[src/rtl/hazard_stall_controller.sv]
// rtl/hazard_stall_controller.sv - pipeline hazard, flush and memory-wait stall sequencer
module hazard_stall_controller #(
  parameter int CNT_W = 16
) (
  input  logic             clk,
  input  logic             reset,
  input  logic [4:0]       id_rs,
  input  logic [4:0]       id_rt,
  input  logic             id_uses_rt,
  input  logic             ex_mem_read,
  input  logic [4:0]       ex_rt,
  input  logic             mem_branch_taken,
  input  logic             dmem_busy,
  input  logic             clr_counts,
  output logic             pc_write,
  output logic             ifid_write,
  output logic             ifid_flush,
  output logic             idex_write,
  output logic             idex_bubble,
  output logic             exmem_write,
  output logic             exmem_bubble,
  output logic [1:0]       state,
  output logic [CNT_W-1:0] stall_count,
  output logic [CNT_W-1:0] flush_count
);

  // WAIT_FLUSH doubles as the "flush pending" flag: a taken branch seen while
  // memory was busy is remembered here and replayed on the first free cycle.
  typedef enum logic [1:0] {
    ST_RUN        = 2'd0,
    ST_WAIT       = 2'd1,
    ST_WAIT_FLUSH = 2'd2,
    ST_UNUSED     = 2'd3
  } state_t;

  state_t state_q;
  state_t state_d;

  logic load_use;
  logic [CNT_W-1:0] cnt_max;

  assign cnt_max = {CNT_W{1'b1}};

  // A load in ID/EX writing a register the ID instruction reads; r0 never hazards.
  assign load_use = ex_mem_read && (ex_rt != 5'd0) &&
                    ((ex_rt == id_rs) || (id_uses_rt && (ex_rt == id_rt)));

  // Next-state and stage controls; busy freeze beats branch flush beats load-use.
  always_comb begin
    pc_write     = 1'b1;
    ifid_write   = 1'b1;
    ifid_flush   = 1'b0;
    idex_write   = 1'b1;
    idex_bubble  = 1'b0;
    exmem_write  = 1'b1;
    exmem_bubble = 1'b0;
    state_d      = state_q;

    case (state_q)
      ST_RUN, ST_WAIT: begin
        if (dmem_busy) begin
          pc_write    = 1'b0;
          ifid_write  = 1'b0;
          idex_write  = 1'b0;
          exmem_write = 1'b0;
          state_d     = mem_branch_taken ? ST_WAIT_FLUSH : ST_WAIT;
        end else begin
          state_d = ST_RUN;
          if (mem_branch_taken) begin
            ifid_flush   = 1'b1;
            idex_bubble  = 1'b1;
            exmem_bubble = 1'b1;
          end else if (load_use) begin
            // One bubble suffices: the load reaches MEM next cycle.
            pc_write    = 1'b0;
            ifid_write  = 1'b0;
            idex_bubble = 1'b1;
          end
        end
      end
      ST_WAIT_FLUSH: begin
        if (dmem_busy) begin
          pc_write    = 1'b0;
          ifid_write  = 1'b0;
          idex_write  = 1'b0;
          exmem_write = 1'b0;
        end else begin
          ifid_flush   = 1'b1;
          idex_bubble  = 1'b1;
          exmem_bubble = 1'b1;
          state_d      = ST_RUN;
        end
      end
      default: begin
        state_d = ST_RUN;
      end
    endcase
  end

  // State register.
  always_ff @(posedge clk) begin
    if (reset) begin
      state_q <= ST_RUN;
    end else begin
      state_q <= state_d;
    end
  end

  // Saturating performance counters for stalled and flushed cycles.
  always_ff @(posedge clk) begin
    if (reset || clr_counts) begin
      stall_count <= '0;
      flush_count <= '0;
    end else begin
      if (!pc_write && (stall_count != cnt_max)) begin
        stall_count <= stall_count + 1'b1;
      end
      if (ifid_flush && (flush_count != cnt_max)) begin
        flush_count <= flush_count + 1'b1;
      end
    end
  end

  assign state = state_q;

endmodule

[config.mk]
export PLATFORM = sky130hd
export DESIGN_NAME = hazard_stall_controller
export DESIGN_NICKNAME = d
export VERILOG_FILES = /design/src/rtl/hazard_stall_controller.sv
export SDC_FILE = /design/constraint.sdc
export NUM_CORES = 1
export LEC_CHECK = 0
export CAP_MARGIN = 20
export CORE_MARGIN = 5
export CORE_UTILIZATION = 49
export CTS_CLUSTER_SIZE = 30
export DETAILED_ROUTE_END_ITERATION = 6
export GPL_TIMING_DRIVEN = 0
export PLACE_DENSITY = 0.85
export SLEW_MARGIN = 20
export SYNTH_ARGS = -nofsm -noshare
export SYNTH_HDL_FRONTEND = slang
export SYNTH_SLANG_ARGS = --single-unit
[constraint.sdc]
create_clock -name clk -period 7.2 [get_ports clk]
set_input_delay 1.44 -clock clk [delete_from_list [all_inputs] [get_ports clk]]
set_output_delay 1.44 -clock clk [all_outputs]
set_load 0.05 [all_outputs]
* Word level (Yosys, flattened, before mapping)
Index checks and enable logic that the tools add are counted.
** Storage, ports and cells
- Register bits :: 34
- Bits of input ports :: 22
- Output and inout bits :: 41
** Cells by class
- Reductions and logical operators :: 12
- Mux-type cells :: 17
- Equality and inequality tests :: 7
- $add $sub $neg :: 2
** Operators by type and width (number)
- $add 16x1->16 const B :: 2
- $ne 16x16->1 const B :: 2
- $eq 5x5->1 :: 2
- $mux 1 :: 10
- $mux 2 :: 3
- $pmux 1 s2 :: 3
- $logic_and 1x1->1 :: 5
- $reduce_bool 5->1 :: 1
- $pmux 2 s2 :: 1
- $reduce_or 3->1 :: 1
- $eq 2x1->1 const B :: 1
- $eq 2x2->1 const B :: 1
- $logic_not 2->1 :: 1
- $logic_or 1x1->1 :: 2
- $ne 2x2->1 const B :: 1
- $reduce_or 2->1 :: 1
- $logic_not 1->1 :: 1

* Logic depth before layout (Yosys ltp)
Gate-level depths: netlist (run 1).
- Depth after elaboration :: 10
- Depth in mapped cells :: 8

* Worst setup path after synthesis (run 1)
Ideal clock, no wire load.
- Path kind :: in2out
- Start point :: input ex_rt[4]
- End point :: output idex_bubble
- Arrival time :: 3.254 ns
- Stages :: 5
- Path slack :: 2.506 ns
- Path through :: xnor2_1 -> nand3_1 -> o22ai_1 -> nand2_1 -> a221oi_1
** Between the ends
- Longest elaborated chain between the ends :: 8
** RTL lines
- start: declaration :: RTL line 11 : input logic [4:0] ex_rt,
- $eq 5x5->1 :: RTL line 46 : ((ex_rt == id_rs) || (id_uses_rt && (ex_rt == id_rt)));
- $logic_and 1x1->1 :: RTL line 46
- $logic_or 1x1->1 :: RTL line 46
- $logic_and 1x1->1 * :: RTL line 45 : assign load_use = ex_mem_read && (ex_rt != 5'd0) &&
- $mux 1 * :: RTL line 73 : end else if (load_use) begin
- $mux 1 * :: RTL line 69 : if (mem_branch_taken) begin
- $mux 1 * :: RTL line 61 : if (dmem_busy) begin
- $pmux 1 s2 * :: RTL line 59 : case (state_q)
- end: declaration :: RTL line 19 : output logic idex_bubble,
Every way passes the cells marked *; elsewhere a longest branch is shown, timed or not.

* Final worst setup path (run 1)
- Start point :: input ex_rt[1]
- End point :: output pc_write
** Between the ends
- Longest elaborated chain between the ends :: 8
** RTL lines
- $eq 5x5->1 :: RTL line 46
- $logic_and 1x1->1 :: RTL line 46
- $logic_or 1x1->1 :: RTL line 46
- $logic_and 1x1->1 * :: RTL line 45
- $mux 1 * :: RTL line 73
- $mux 1 * :: RTL line 69
- $mux 1 * :: RTL line 61
- $pmux 1 s2 * :: RTL line 59
- end: declaration :: RTL line 15 : output logic pc_write,
Marked as above.

==> summary.md, run 1 <==
| Metric | Value |
|---|---|
| CTS tree | `done` |
| Max incr delay on CP | `around 0.8 ns` |
| Input/output buffers | `62` |
| Latest clock arrival within the worst-skew pair | `between 0.2 and 0.3 ns` |
| Clock transition at path regs | `about 0.060 ns` |
| RSZ-0062 raised after global routing | `false` |
| Worst setup SP type | `input port` |
| Sink Count | `34` |
| Die area | `just over 0.005 mm^2` |
| Worst EP required | `between 5 and 6 ns` |
| Slew @ Worst Pin | `around 0.64 ns` |
| Status | `finished, final reports clean` |
| Pwr Total | `about 380 uW` |
| Sw frac | `a little over a quarter` |
| Syn Inst Count | `about 220` |
| Number of global-route vias before repair | `roughly 1800` |
| Syn_area_per_cell | `between 8 and 9 um^2` |
| Final Max Tran Viols | `0` |
| Flop pwr share | `between 40% and 50%` |
| GPL Wtd Cong | `0.824` |
| Internal cell power | `between 200 and 300 uW` |
| CTS Buffer Depth | `2` |
| Setup Crit Path Kind | `in2out` |
| Power Dens Cells | `147 mW/mm^2` |
| Commonest non-fill, non-tap cell in the layout | `clkdlybuf4s50_1` |
| Setup violators final | `0` |
| Worst hold path class | `reg2reg` |
| LEAKAGE | `between 0.0008 and 0.0009 uW` |
| Power share of the clock group | `about a third` |
| Final TNS setup | `0 ns` |
| DR vias | `about 1800` |
| Die X-Extent | `around 71 um` |
| Hold Worst Slack | `between 0.4 and 0.5 ns` |
| Flops & latches, synth | `34` |
| Maximum VDD drop | `roughly 0.14 mV` |
| Most frequent cells in the layout | `clkdlybuf4s50_1, dfxtp_1, nor2_1` |
| Clock Skew | `about 0.0028 ns` |
| ANT nets after route | `0` |
| Ant diodes | `0` |
| DRT Wirelength | `between 4 and 5 mm` |
| Initial antenna violation count | `0` |
| Layout cell share with drive strength beyond 1 | `under 10%` |
| Tot GR Track Use | `19.1%` |
| Num ports | `63` |
| Synth Cell Area | `0.00184 mm^2` |
| Comb pwr share | `between 15 and 20%` |
| Wire per inst | `approximately 14 um` |
| Drt pass-1 iters | `4` |
| Post-synth cell types | `slightly above 40` |
| Die span in y | `a little over 70 um` |
| Worst slew margin | `roughly 57%` |
| Tcrit/Tclk final | `about four fifths` |
| Vias/cell | `5.50` |
| Critical path's slowest cell | `clkdlybuf4s50_1` |
| Post-CTS Setup Repair Bufs | `0` |
| Switch Pwr | `101 uW` |
| Remaining routing DRC violations | `0` |
| Final hold viol count | `0` |
| Grt ovf | `0` |
| Post-CTS Hold Fix Bufs | `0` |
| TritonCTS buffer count | `5` |
| Syn nets | `240` |
| Largest net degree at the start of global routing | `12` |
| First-pass GRT wire length | `a little under 8 mm` |
| Area Overhead vs Synth | `41.3%` |
| CORE AREA | `about 0.0037 mm^2` |
| Post-DP HPWL | `between 3 and 4 mm` |
| Max_cap viols | `0` |
| Worst path cell trace | `clkdlybuf4s50_1, or4_1, o21a_1, a32oi_4, buf_6, buf_8, buf_4, clkdlybuf4s50_1` |
| Iteration-0 DRC Markers | `~110` |
| Nets@finish | `between 300 and 400` |
| Htree depth | `2` |
| CTS root buffer | `clkbuf_8` |
| CP Max Fanout | `11` |
| Final min period | `5.75 ns` |
| CP Capture Type | `primary output` |
| Std-Cell Rows | `22` |
| Fmax | `174 MHz` |
| Family with the most delay on the worst path | `buffers and inverters` |
| Sequential-to-total area share from yosys stat | `37.0%` |
| Worst Path Buf+Inv | `5` |
| Most frequent CP cell | `clkdlybuf4s50_1` |
| Initial Utilization | `about half` |
| Critical Path AT | `4.31 ns` |
| Post-cts resize count | `0` |
| YS warnings | `0` |
-- cell families after synthesis --
kind of cell	synth area share [%]
buffers and inverters	4.83
adder cells (fa/ha/maj)	1.36
flip-flops	37.0
AND/OR/NAND/NOR	29.4
multiplexers	3.81
AO/OA/AOI/OAI	13.1
XOR/XNOR	10.5
-- cells in the mapped netlist --
master	count	area, um^2
dfxtp_1	34	681
nor2_1	24	90.1
nand2_1	20	75.1
xnor2_1	16	140
nand3_1	13	65.1
a21oi_1	11	55.1
or4_1	10	75.1
o31ai_1	8	60.1
mux2i_1	7	70.1
or3_1	7	43.8
xor2_1	6	52.6
and3_1	5	31.3
inv_1	5	18.8
nand4_1	5	31.3
and4_1	4	35.0
buf_4	3	22.5
nor4b_1	3	26.3
o21a_1	3	22.5
o21ai_0	3	15.0
buf_2	2	10.0
clkbuf_1	2	7.51
ha_1	2	25.0
nand2b_1	2	12.5
nor2b_1	2	12.5
nor3_1	2	10.0
nor4_1	2	12.5
a211oi_1	1	7.51
a221oi_1	1	8.76
a31oi_1	1	6.26
a32oi_4	1	27.5
and2_1	1	6.26
buf_1	1	3.75
buf_6	1	11.3
buf_8	1	15.0
nor3b_1	1	7.51
o2111a_1	1	11.3
o211ai_1	1	7.51
o21ai_1	1	5.00
o22ai_1	1	6.26
o41ai_1	1	8.76
or2_2	1	6.26
-- state kept, by name (all words and copies together), names as in the netlist --
register,count
flush_count,16
stall_count,16
state,2
-- final timing paths --
path / start / to / slack, ns / cells after the start
setup / recovery: ex_rt[1] / pc_write / 1.45 / 8
hold / removal: stall_count[5]$_SDFFE_PP0P_ / stall_count[5]$_SDFFE_PP0P_ / 0.49 / 2
setup reg to reg: stall_count[0]$_SDFFE_PP0P_ / stall_count[1]$_SDFFE_PP0P_ / 4.92 / 8
hold reg to reg: stall_count[5]$_SDFFE_PP0P_ / stall_count[5]$_SDFFE_PP0P_ / 0.49 / 2
-- worst register-to-register path: cells and delay by family, from the launching register on --
family | cells | cell delay, ns
buf+inv | 2 | 0.53
fa+ha+maj | 1 | 0.25
compound gates | 1 | 0.18
simple gates | 4 | 0.78
flops | 1 | 0.43
-- cell type report --
type,instances,area [um^2]
Fill cell,298,1060
Clock buffer,5,68.8
Clock inverter,2,10.0
Buffer,10,70.1
Tap cell,48,60.1
Timing Repair Buffer,62,621
Multi-Input combinational cell,167,1070
Sequential cell,34,681
Inverter,5,18.8
-- power by group through the flow --
stage          combinational, uW  clock, uW  sequential (uW)
4_1_cts                     59.8        136              191
3_3_place_gp                58.9          0              195
2_1_floorplan               30.7          0              199
3_5_place_dp                59.6          0              195
6_report                    59.5        133              191
5_1_grt                     63.7        145              191
-- stage by stage --
| step | setup slack, ns | std cells | util (%) | instance area, um^2 |
|---|---|---|---|---|
| global placement | 1.47 | 326 | 68.8 | 2520 |
| CTS | 1.44 | 333 | 71.0 | 2600 |
| global route | 1.37 | 333 | 71.0 | 2600 |
| floorplan | 2.51 | 216 | - | 1840 |
| detailed placement | 1.44 | 326 | 68.8 | 2520 |
| finish | 1.45 | 333 | 71.0 | 2600 |
-- layer usage --
layer / vias to the layer above / routed length, um / global-route usage (%)
met1: 842 / 2150 / 24.5
met5: - / 0 / 0
li1: 917 / - / -
met4: 0 / 55 / 6.68
met2: 67 / 2070 / 30.5
met3: 5 / 338 / 5.47
(Power assumes the default switching activity.)
==> run 2, diff against run 1 <==
Settings changed: CORE_UTILIZATION 49 to 45, PLACE_DENSITY 0.85 to 0.79.
Clock period 7.2 ns to 5.75 ns, I/O delays scaled along.
==> summary.md, run 2 (synthesis gave the netlist of run 1 again) <==
| Metric | Value |
|---|---|
| First-pass GRT wire length | `between 7 and 8 mm` |
| Die span in y | `73.9 um` |
| Clock Skew | `around 0.0033 ns` |
| Design area | `around 0.0026 mm^2` |
| Met1 WL | `just over 2 mm` |
| Remaining routing DRC violations | `0` |
| Final min period | `5.14 ns` |
| Worst setup SP type | `input port` |
| Worst EP required | `roughly 4.6 ns` |
| Number of global-route vias before repair | `between 1500 and 2000` |
| Setup Crit Path Kind | `in2out` |
| Final Max Tran Viols | `0` |
| Fin util | `65.8%` |
| DR vias | `approximately 1800` |
| Status | `finished, final reports clean` |
| Maximum VDD drop | `around 0.13 mV` |
| TritonCTS buffer count | `5` |
| Tot GR Track Use | `between 15 and 20%` |
| Initial antenna violation count | `0` |
| Nets@finish | `309` |
| FF/Latch Area | `approximately 680 um^2` |
| Worst path cell trace | `clkdlybuf4s50_1, or4_1, o21a_1, a32oi_4, buf_6, buf_8, buf_4, clkdlybuf4s50_1` |
| Wire per inst | `13.6 um` |
| Post-CTS Hold Fix Bufs | `0` |
| Max_cap viols | `0` |
| Setup violators final | `0` |
| Dpl cells | `~330` |
| Worst Path Buf+Inv | `5` |
| Area Overhead vs Synth | `42.1%` |
| Most frequent CP cell | `clkdlybuf4s50_1` |
| ANT nets after route | `0` |
| Num ports | `between 60 and 70` |
| Fmax | `roughly 200 MHz` |
| Die X-Extent | `around 74 um` |
| Post-cts resize count | `0` |
| Layout filler cell count | `362` |
| Largest net degree at the start of global routing | `12` |
| RSZ-0062 raised after global routing | `false` |
| Post-CTS Setup Repair Bufs | `0` |
| LEAKAGE | `around 0.00085 uW` |
| CTS Buffer Depth | `2` |
| Power Dens Cells | `~190 mW/mm^2` |
| Vias/cell | `about 5.4` |
| GPL Wtd Cong | `around 0.80` |
| Std-Cell Rows | `23` |
| Critical path's slowest cell | `clkdlybuf4s50_1` |
| Dpl cell area | `0.00252 mm^2` |
| Grt ovf | `0` |
| Drt pass-1 iters | `4` |
| Worst slew margin | `between 60% and 70%` |
| Latest clock arrival within the worst-skew pair | `~0.28 ns` |
| Critical Path AT | `approximately 4 ns` |
| DRT Wirelength | `4.58 mm` |
| Iteration-0 DRC Markers | `slightly above 100` |
| Post-DP HPWL | `roughly 3.6 mm` |
| Ant diodes | `0` |
| Met3 routed WL | `about 420 um` |
| CP Max Fanout | `11` |
| CP Capture Type | `primary output` |
| Htree depth | `2` |
| Finished Layout Cells | `about 340` |
| Input/output buffers | `just over 60` |
| Final TNS setup | `0 ns` |
| Sink Count | `34` |
| Tcrit/Tclk final | `approximately nine tenths` |
| Slew @ Worst Pin | `around 0.58 ns` |
| Highest routing layer actually used | `met4` |
| Commonest non-fill, non-tap cell in the layout | `clkdlybuf4s50_1` |
| DR WL met2 | `between 2 and 2.5 mm` |
| Max incr delay on CP | `around 0.8 ns` |
| Clock transition at path regs | `~0.070 ns` |
| CORE AREA | `between 0.003 and 0.004 mm^2` |
| Multi-input gate area | `between 0.001 and 0.0015 mm^2` |
| Most frequent cells in the layout | `clkdlybuf4s50_1, dfxtp_1, nor2_1` |
| Layout cell share with drive strength beyond 1 | `5.59%` |
| Worst hold path class | `reg2reg` |
| Initial Utilization | `between 40% and 50%` |
| CTS tree | `done` |
| CTS root buffer | `clkbuf_8` |
| Die area | `roughly 0.0055 mm^2` |
| Family with the most delay on the worst path | `buffers and inverters` |
| Final hold viol count | `0` |
-- run 2: layout make-up --
| cell class | count | area share (%) |
|---|---|---|
| Inverter | 5 | 0.718 |
| Clock inverter | 1 | 0.191 |
| Sequential cell | 34 | 26.0 |
| Clock buffer | 7 | 3.30 |
| Timing Repair Buffer | 62 | 23.7 |
| Multi-Input combinational cell | 167 | 40.9 |
| Buffer | 10 | 2.68 |
| Tap cell | 50 | 2.39 |
-- run 2: report_power, final --
group	internal [uW]	leakage, uW	total (uW)	switching (uW)
clock network	96.5	0.0000482	177	80.6
registers	237	0.000274	239	2.01
logic	34.5	0.000528	74.9	40.3
total	368	0.000851	491	123
-- run 2: final timing paths --
kind,startpoint,endpoint,slack [ns],depth (start not counted)
min,stall_count[10]$_SDFFE_PP0P_,stall_count[10]$_SDFFE_PP0P_,0.49,2
max,ex_rt[1],pc_write,0.61,8
min reg2reg,stall_count[10]$_SDFFE_PP0P_,stall_count[10]$_SDFFE_PP0P_,0.49,2
max reg2reg,stall_count[0]$_SDFFE_PP0P_,stall_count[1]$_SDFFE_PP0P_,3.50,8
-- run 2: through the flow --
step           hold WS, ns  setup slack [ns]  power (uW)
2_1_floorplan        0.683              1.64         287
3_3_place_gp         0.479             0.597         319
3_5_place_dp         0.484             0.600         319
4_1_cts              0.495             0.591         497
5_1_grt              0.510             0.492         512
6_report             0.491             0.608         491
-- run 2: per-layer routing --
metal	vias up	global-route usage, %
met2	59	28.1
li1	921	-
met4	0	4.43
met5	-	0
met1	817	22.6
met3	4	5.54
-- run 2: worst min-delay path, delay by kind of cell, from the launching register on --
kind            cells  cell delay, ns
compound gates      2            0.12
flops               1            0.33
==> run 3, diff against run 2 <==
Settings changed: SETUP_SLACK_MARGIN set to 0.3.
Clock period 5.75 ns to 4.8 ns, I/O delays scaled along.
==> summary.md, run 3 (synthesis gave the netlist of run 1 again) <==
| Metric | Value |
|---|---|
| DR vias | `around 1800` |
| Wire per inst | `about 14 um` |
| Std-Cell Rows | `23` |
| Setup violators final | `0` |
| RSZ-0062 raised after global routing | `false` |
| GPL Wtd Cong | `roughly 0.8` |
| Status | `finished, final reports clean` |
| Input/output buffers | `62` |
| Worst Path Buf+Inv | `4` |
| Die span in y | `approximately 74 um` |
| First-pass GRT wire length | `7.69 mm` |
| Final min period | `4.37 ns` |
| Worst hold path class | `reg2reg` |
| Max_cap viols | `0` |
| CTS root buffer | `clkbuf_8` |
| Iteration-0 DRC Markers | `101` |
| Power Dens Cells | `about 230 mW/mm^2` |
| Clock Skew | `~0.0033 ns` |
| Grt ovf | `0` |
| Num ports | `between 60 and 70` |
| Ant diodes | `0` |
| Remaining routing DRC violations | `0` |
| Clock transition at path regs | `0.07 ns` |
| Nets@finish | `about 310` |
| Post-DP HPWL | `around 3.6 mm` |
| Final TNS setup | `0 ns` |
| Pwr Total | `slightly below 600 uW` |
| Latest clock arrival within the worst-skew pair | `~0.28 ns` |
| Htree depth | `2` |
| Tcrit/Tclk final | `between 90% and 100%` |
| Die X-Extent | `73.9 um` |
| Commonest non-fill, non-tap cell in the layout | `clkdlybuf4s50_1` |
| Critical Path AT | `between 3 and 4 ns` |
| Post-CTS Hold Fix Bufs | `0` |
| TritonCTS buffer count | `5` |
| CP Max Fanout | `11` |
| Final hold viol count | `0` |
| Post-cts resize count | `2` |
| Largest net degree at the start of global routing | `12` |
| Fmax | `approximately 230 MHz` |
| Worst path cell trace | `clkdlybuf4s50_1, or4_1, o21a_1, a32oi_4, buf_6, buf_8, clkdlybuf4s15_1` |
| CTS tree | `done` |
| Layout cell share with drive strength beyond 1 | `under 10%` |
| Initial antenna violation count | `0` |
| Post-CTS Setup Repair Bufs | `0` |
| Maximum VDD drop | `0.161 mV` |
| Area Overhead vs Synth | `41.8%` |
| CP Capture Type | `primary output` |
| CTS Buffer Depth | `2` |
| Number of global-route vias before repair | `1721` |
| Final Max Tran Viols | `0` |
| Worst slew margin | `between 60% and 70%` |
| Worst setup SP type | `input port` |
| Critical path's slowest cell | `or4_1` |
| Initial Utilization | `46.3%` |
| Tot GR Track Use | `17.4%` |
| ANT nets after route | `0` |
| Slew @ Worst Pin | `0.577 ns` |
| Vias/cell | `about 5.4` |
| CORE AREA | `a little under 0.004 mm^2` |
| Family with the most delay on the worst path | `buffers and inverters` |
| Die area | `around 0.0055 mm^2` |
| Setup Crit Path Kind | `in2out` |
| LEAKAGE | `between 0.0008 and 0.0009 uW` |
| Drt pass-1 iters | `4` |
| Max incr delay on CP | `between 0.5 and 0.6 ns` |
| Sink Count | `34` |
| DRT Wirelength | `4.58 mm` |
| Most frequent cells in the layout | `clkdlybuf4s50_1, dfxtp_1, nor2_1` |
| Worst EP required | `around 3.8 ns` |
[run 3: cell types whose count changed in the layout (fill, tap and decap cells not counted), sizes merged]
cell	delta
clkdlybuf4s50	-2
clkbuf	+1
clkdlybuf4s15	+1
[run 3: worst reg2reg max path, cell delays in order (launching register included)]
cell and delay (ns):
dfxtp_1 0.43, ha_1 0.25, and3_1 0.30, nand2_1 0.10, nor2_1 0.29, buf_2 0.27
buf_2 0.25, nor3b_1 0.08, o21a_1 0.18
[run 3: through the flow]
stage	setup WS, ns	hold slack (ns)	utilization, %	std cells	area, um^2
global placement	0.0265	0.479	63.5	328	2520
CTS	0.297	0.495	65.8	336	2610
floorplan	1.07	0.683	-	216	1840
finish	0.427	0.491	65.7	336	2610
detailed placement	0.0298	0.484	63.5	328	2520
global route	0.311	0.510	65.7	336	2610
[run 3: area by class of cell]
class	instances	area, um^2
plain buffers	10	70.1
clock buffers	7	86.3
clock inverters	1	5.00
fillers	362	1360
inverters	5	18.8
multi-input cells	167	1070
flip-flops and latches	34	681
well taps	50	62.6
repair buffers	62	616
[run 3: final timing paths]
check | endpoint | start | slack, ns | depth (start not counted)
worst max-delay path | ifid_write | ex_rt[1] | 0.43 | 7
worst min-delay path | stall_count[10]$_SDFFE_PP0P_ | stall_count[10]$_SDFFE_PP0P_ | 0.49 | 2
worst max register to register | stall_count[1]$_SDFFE_PP0P_ | stall_count[0]$_SDFFE_PP0P_ | 2.55 | 8
worst min register to register | stall_count[10]$_SDFFE_PP0P_ | stall_count[10]$_SDFFE_PP0P_ | 0.49 | 2
[run 3: per-layer routing]
metal / wire length [um] / track usage, % / vias up
met5: 0 / 0 / -
met4: 30 / 4.43 / 0
met3: 419 / 5.54 / 4
met2: 2100 / 28.1 / 59
met1: 2020 / 22.6 / 817
li1: - / - / 921
[run 3: power breakdown]
group          internal (uW)  switching, uW  total [uW]
clock                    116           96.5         212
sequential               284           2.41         286
combinational           40.6           48.3        88.9
